--- config.mk ---
export PLATFORM = sky130hd
export DESIGN_NAME = alu_ex_unit
export DESIGN_NICKNAME = d
export VERILOG_FILES = /design/src/rtl/alu_ex_unit.sv
export SDC_FILE = /design/constraint.sdc
export NUM_CORES = 1
export LEC_CHECK = 0
export ABC_AREA = 1
export CORE_AREA = 2 2 220 222
export DETAILED_ROUTE_END_ITERATION = 16
export DIE_AREA = 0 0 222 224
export PLACE_DENSITY = 0.66
export SLEW_MARGIN = 20
export SYNTH_ARGS = -nofsm -noshare
export SYNTH_HDL_FRONTEND = slang
export SYNTH_SLANG_ARGS = --single-unit
--- constraint.sdc ---
create_clock -name clk -period 3.6 [get_ports clk]
set_input_delay 0.72 -clock clk [delete_from_list [all_inputs] [get_ports clk]]
set_output_delay 0.72 -clock clk [all_outputs]
set_load 0.005 [all_outputs]
--- src/rtl/alu_ex_unit.sv ---
// Execute-stage ALU: single-cycle integer ops plus iterative MUL/UDIV.
// Results and NZCV flags are registered toward the EX/MEM boundary.
module alu_ex_unit #(
  parameter int WIDTH = 32,
  localparam int SHW = $clog2(WIDTH)
) (
  input  logic             clk,
  input  logic             rst_n,
  input  logic [3:0]       alu_op_i,
  input  logic [WIDTH-1:0] op_a_i,
  input  logic [WIDTH-1:0] op_b_i,
  input  logic             flush_i,
  output logic             stall_o,
  output logic [WIDTH-1:0] result_o,
  output logic             result_valid_o,
  output logic [3:0]       flags_o
);

  localparam logic [3:0] OP_ADD  = 4'h1;
  localparam logic [3:0] OP_SUB  = 4'h2;
  localparam logic [3:0] OP_AND  = 4'h3;
  localparam logic [3:0] OP_ORR  = 4'h4;
  localparam logic [3:0] OP_EOR  = 4'h5;
  localparam logic [3:0] OP_LSL  = 4'h6;
  localparam logic [3:0] OP_LSR  = 4'h7;
  localparam logic [3:0] OP_ASR  = 4'h8;
  localparam logic [3:0] OP_MOV  = 4'h9;
  localparam logic [3:0] OP_CMP  = 4'hA;
  localparam logic [3:0] OP_MUL  = 4'hB;
  localparam logic [3:0] OP_UDIV = 4'hC;

  typedef enum logic [1:0] {IDLE, RUN, DONE} state_t;

  state_t           state_q, state_d;
  logic [SHW:0]     cnt_q;
  logic [WIDTH-1:0] a_q, b_q, acc_q;
  logic             is_div_q;

  logic [WIDTH:0]   sum, dif;
  logic [SHW-1:0]   sh;
  logic [WIDTH-1:0] sc_res;
  logic             sc_wr, sc_nz, sc_cv, sc_c, sc_v;
  logic             launch;

  logic [WIDTH-1:0] mul_next;
  logic [WIDTH:0]   rem_sh, rem_sub;
  logic             take;
  logic [WIDTH-1:0] div_rem_next, div_q_next, step_res;

  assign sum = {1'b0, op_a_i} + {1'b0, op_b_i};
  assign dif = {1'b0, op_a_i} - {1'b0, op_b_i};
  assign sh  = op_b_i[SHW-1:0];

  always_comb begin
    sc_res = '0;
    sc_wr  = 1'b0;
    sc_nz  = 1'b0;
    sc_cv  = 1'b0;
    sc_c   = 1'b0;
    sc_v   = 1'b0;
    case (alu_op_i)
      OP_ADD: begin
        sc_res = sum[WIDTH-1:0]; sc_wr = 1'b1; sc_nz = 1'b1; sc_cv = 1'b1;
        sc_c   = sum[WIDTH];
        sc_v   = (op_a_i[WIDTH-1] == op_b_i[WIDTH-1]) && (sum[WIDTH-1] != op_a_i[WIDTH-1]);
      end
      OP_SUB, OP_CMP: begin
        // C is NOT borrow; CMP updates flags only
        sc_res = dif[WIDTH-1:0]; sc_wr = (alu_op_i == OP_SUB); sc_nz = 1'b1; sc_cv = 1'b1;
        sc_c   = ~dif[WIDTH];
        sc_v   = (op_a_i[WIDTH-1] != op_b_i[WIDTH-1]) && (dif[WIDTH-1] != op_a_i[WIDTH-1]);
      end
      OP_AND: begin sc_res = op_a_i & op_b_i; sc_wr = 1'b1; sc_nz = 1'b1; end
      OP_ORR: begin sc_res = op_a_i | op_b_i; sc_wr = 1'b1; sc_nz = 1'b1; end
      OP_EOR: begin sc_res = op_a_i ^ op_b_i; sc_wr = 1'b1; sc_nz = 1'b1; end
      OP_LSL: begin sc_res = op_a_i << sh;    sc_wr = 1'b1; sc_nz = 1'b1; end
      OP_LSR: begin sc_res = op_a_i >> sh;    sc_wr = 1'b1; sc_nz = 1'b1; end
      OP_ASR: begin sc_res = WIDTH'($signed(op_a_i) >>> sh); sc_wr = 1'b1; sc_nz = 1'b1; end
      OP_MOV: begin sc_res = op_b_i;          sc_wr = 1'b1; sc_nz = 1'b1; end
      OP_UDIV: begin
        if (op_b_i == '0) begin
          sc_res = '1; sc_wr = 1'b1; sc_nz = 1'b1;
        end
      end
      default: ;
    endcase
  end

  assign launch  = (state_q == IDLE) &&
                   ((alu_op_i == OP_MUL) || ((alu_op_i == OP_UDIV) && (op_b_i != '0)));
  assign stall_o = rst_n && !flush_i && ((state_q == RUN) || launch);

  // One iteration step: MUL uses a_q/b_q as shifting multiplicand/multiplier,
  // UDIV uses a_q as dividend-becoming-quotient and acc_q as partial remainder.
  assign mul_next     = acc_q + (b_q[0] ? a_q : '0);
  assign rem_sh       = {acc_q, a_q[WIDTH-1]};
  assign rem_sub      = rem_sh - {1'b0, b_q};
  assign take         = ~rem_sub[WIDTH];
  assign div_rem_next = take ? rem_sub[WIDTH-1:0] : rem_sh[WIDTH-1:0];
  assign div_q_next   = {a_q[WIDTH-2:0], take};
  assign step_res     = is_div_q ? div_q_next : mul_next;

  always_comb begin
    state_d = state_q;
    if (flush_i) begin
      state_d = IDLE;
    end else begin
      case (state_q)
        IDLE:    if (launch) state_d = RUN;
        RUN:     if (cnt_q == (SHW+1)'(1)) state_d = DONE;
        DONE:    state_d = IDLE;
        default: state_d = IDLE;
      endcase
    end
  end

  always_ff @(posedge clk or negedge rst_n) begin
    if (!rst_n) begin
      state_q        <= IDLE;
      cnt_q          <= '0;
      a_q            <= '0;
      b_q            <= '0;
      acc_q          <= '0;
      is_div_q       <= 1'b0;
      result_o       <= '0;
      result_valid_o <= 1'b0;
      flags_o        <= 4'b0000;
    end else begin
      state_q <= state_d;
      if (flush_i) begin
        cnt_q          <= '0;
        result_valid_o <= 1'b0;
      end else begin
        case (state_q)
          IDLE: begin
            if (launch) begin
              a_q            <= op_a_i;
              b_q            <= op_b_i;
              acc_q          <= '0;
              is_div_q       <= (alu_op_i == OP_UDIV);
              cnt_q          <= (SHW+1)'(WIDTH);
              result_valid_o <= 1'b0;
            end else begin
              result_valid_o <= sc_wr;
              if (sc_wr) result_o <= sc_res;
              if (sc_nz) flags_o[3:2] <= {sc_res[WIDTH-1], sc_res == '0};
              if (sc_cv) flags_o[1:0] <= {sc_c, sc_v};
            end
          end
          RUN: begin
            cnt_q <= cnt_q - (SHW+1)'(1);
            if (is_div_q) begin
              acc_q <= div_rem_next;
              a_q   <= div_q_next;
            end else begin
              acc_q <= mul_next;
              a_q   <= a_q << 1;
              b_q   <= b_q >> 1;
            end
            if (cnt_q == (SHW+1)'(1)) begin
              result_o       <= step_res;
              flags_o[3:2]   <= {step_res[WIDTH-1], step_res == '0};
              result_valid_o <= 1'b1;
            end
          end
          default: result_valid_o <= 1'b0;
        endcase
      end
    end
  end

endmodule

==> summary.txt <==
Timing
  – Final hold viol count: 0
  – Period utilisation layout: 0.992
  – Minimum clock period: 3.57 ns
  – FMAX: 0.280 GHz
  – Slew @ Worst Pin: 0.988 ns
  – Max_slew headroom: 0.342
  – Final clock skew: 0.0190 ns
  – RSZ-0062 raised after global routing: true
  – Final-report setup violation count: 0
  – Hold_ws: 0.0919 ns
  – Setup tns final: 0 ns
  – Slew Limit Fails: 0
  – Min setup slack post-route: 0.0280 ns

Route
  – Vias: 30000
  – Routed WL: 118000 µm
  – Avg WL per Cell: 22.6 µm
  – Pre-Repair DR Iteration Count: 8
  – Iteration-0 DRC Markers: 4067
  – ANT nets after route: 0
  – Vias/cell: 5.76
  – # DRC: 0

Final layout
  – Layout area overhead: 31.4%
  – Finished Cell Area: 0.0289 mm²
  – Final nets: 4828
  – Fillcell total: 4763
  – Layout cells sized above 1: 0.161
  – Final core area utilization: 0.610

Setup path
  – Critical path fanouts, max: 6
  – Crit start category: primary input
  – Arrival time at the worst endpoint: 3.91 ns
  – WS Path Type: primary input to flop
  – WP data required: 3.94 ns
  – Max stage delay on crit path: 0.65 ns
  – Endpoint class of the critical path: flop
  – Slowest CP cell: clkdlybuf4s50_1
  – Worst path cell trace: clkdlybuf4s50_1 > inv_1 > ha_1 > nand2_1 > buf_4 > nor4_1 > nand3_1 > nand2_1 > nand2_1 > nand3_1 > nand3_1 > buf_4 > a21oi_1 > o21ai_0
  – CP top delay family: simple AND/OR/NAND/NOR gates
  – Worst Path Buf+Inv: 4

Global route
  – Total gr overflow: 0
  – Largest net degree at the start of global routing: 134
  – Initial antenna violation count: 4
  – Vias in the first global route: 27700
  – First-pass GRT wire length: 171000 µm
  – All-Layer GR Usage: 0.463

Floorplanning
  – Num rows: 80
  – CORE AREA: 0.0473 mm²
  – Die Span Y: 224 µm
  – Initial Util: 0.464
  – Die footprint: 0.0497 mm²
  – Die W: 222 µm
  – Ports: 109

Yosys
  – Syn nets: 4228
  – Post-synthesis sequential area ratio: 0.162
  – Distinct cells, synth: 52
  – Cell Area, Synth: 0.0220 mm²
  – EDFF count, synth: 0
  – Ys flop type: dfrtp_1
  – Post-Syn Area per Cell: 5.52 µm²
  – Ys Warns: 0
  – Asr flop ratio synth: 1.00
  – Seq cells post-synth: 142
  – Synth Instances: 3982

Place
  – Dpl hpwl: 98000 µm
  – DP Worst Slack: -0.505 ns
  – GP Congestion: 1.18
  – Port Buffers: 108
  – Placement Cell Area: 0.0281 mm²

Clocking
  – Worst-Skew Late Latency: 0.47 ns
  – Clk slew on worst S/H paths: 0.07 ns
  – Clock buffer depth: 2
  – CTS tree: yes
  – Htree depth: 4
  – Total clock sinks: 142
  – Root Buffer: clkbuf_16
  – TritonCTS buffer count: 17

Outcome
  – Status: complete, no violations

Power
  – Peak supply drop: 471 µV
  – Leak: 15.8 nW
  – Pwr/cell area: 549 mW/mm²

Min path
  – HP Class: primary input to asynchronous set/reset pin

Run
  – Max Cap Viol: 0
==> per-stage QoR <==
stage,power (W),instances
floorplan,0.00928,3982
global placement,0.0133,5170
detailed placement,0.0134,5170
CTS,0.0153,5202
global route,0.0169,5210
finish,0.0159,5213
==> worst reg2reg max path: cells and delay by family, from the launching register on <==
kind,cells,cell delay (ns)
adders and majority gates,2,0.55
buffers and inverters,3,0.33
and+or+nand+nor,18,2.09
DFF,1,0.45
==> where the power goes <==
| group | switching [W] | internal [W] | leakage [nW] | total [W] |
|---|---|---|---|---|
| registers | 0.000683 | 0.00221 | 1.78 | 0.00290 |
| clock network | 0.000915 | 0.000942 | 0.292 | 0.00186 |
| logic | 0.00708 | 0.00402 | 13.8 | 0.0111 |
| total | 0.00867 | 0.00718 | 15.8 | 0.0159 |
==> cells in the final DEF, fill, tap and decap left out, types with 10 or more instances in the layout <==
cell type        instances
nand2_1               1330
buf_4                  603
nand3_1                540
inv_1                  494
nor2_1                 396
o21ai_0                198
ha_1                   169
a21oi_1                154
dfrtp_1                142
clkdlybuf4s50_1         99
o211ai_1                58
nand4_1                 44
nor3_1                  29
xnor2_1                 28
o22ai_1                 27
a31oi_1                 25
buf_12                  22
clkbuf_16               17
nor2_2                  16
o21bai_1                15
xor2_1                  14
inv_2                   13
nand2_2                 13
a32o_1                  10
==> cell families after synthesis <==
group | Yosys count | share of synthesized area
DFF | 142 | 0.162
AOI/OAI and AO/OA | 543 | 0.143
xor gates and xnor gates | 42 | 0.0167
and+or+nand+nor | 2414 | 0.459
adders and majority gates | 175 | 0.101
buffers and inverters | 666 | 0.119
==> final cells by class <==
class,instances,area (µm²),area share
timing repair buffer,735,6070,0.210
sequential,142,3550,0.123
multi-input combinational,3174,16000,0.552
tap,615,769,0.0266
antenna,3,7.51,0.000260
inverter,512,1930,0.0667
clock inverter,15,180,0.00624
clock buffer,17,425,0.0147
==> synthesized netlist by cell type, types with 3 or more instances <==
cell / number / area, µm²
inv_2: 11 / 41.3
o2111ai_1: 6 / 52.6
o21a_1: 8 / 60.1
and2_1: 4 / 25.0
a21oi_1: 158 / 791
buf_1: 7 / 26.3
or2_2: 5 / 31.3
a32o_1: 10 / 100
a31oi_1: 25 / 156
a21o_1: 7 / 52.6
nand2_1: 1339 / 5030
o211ai_1: 58 / 435
o21ai_0: 200 / 1000
dfrtp_1: 142 / 3550
nor4_1: 4 / 25.0
xnor2_1: 28 / 245
o21bai_1: 15 / 113
ha_1: 171 / 2140
nor3_1: 32 / 160
inv_1: 498 / 1870
nand2_2: 5 / 31.3
or2_0: 6 / 37.5
xor2_1: 14 / 123
o21ai_1: 8 / 40.0
a21boi_0: 4 / 30.0
clkbuf_1: 78 / 293
nand3b_1: 5 / 37.5
nand3_1: 545 / 2730
o22ai_1: 27 / 169
o22a_1: 7 / 61.3
nor2_1: 406 / 1520
buf_4: 7 / 52.6
fa_1: 4 / 80.1
buf_2: 60 / 300
nand4_1: 44 / 275
nor2_2: 7 / 43.8
clkinv_1: 3 / 11.3
nor2_4: 4 / 45.0
==> metal layers <==
metal	vias up	GRT usage	part of all wire	wire length, µm
li1	14100	-	-	-
met1	13600	0.571	0.38	44600
met2	1888	0.711	0.42	48900
met3	481	0.0977	0.11	13200
met4	6	0.353	0.094	11100
met5	-	0	0.00035	41
==> path summary, 6_finish.rpt <==
| kind | slack [ns] | cells after the start | endpoint | startpoint |
|---|---|---|---|---|
| setup / recovery | 0.03 | 14 | result_o[25] | op_a_i[20] |
| hold / removal | 0.09 | 1 | b_q[15] | rst_n |
| setup reg to reg | 0.12 | 23 | flags_o[2] | b_q[0] |
| hold reg to reg | 0.49 | 2 | result_o[5] | result_o[5] |
| max in group asynchronous | 2.50 | 2 | b_q[16] | rst_n |
| min in group clk | 0.49 | 2 | result_o[5] | result_o[5] |
==> state kept, by name (all words and copies together), names as in the netlist <==
name and count:
b_q 32, result_valid_o 1, cnt_q 6, flags_o 4
is_div_q 1, acc_q 32, a_q 32, result_o 32
state_q 2
==> what timing repair did <==
item                       4_1_cts  5_1_grt
buffers inserted                 0        8
setup endpoints to repair        2       20
pin swaps                        0        3
gates resized for setup          8       40
hold buffers                     0        0
Note: power is estimated with default switching activity, not from simulation.
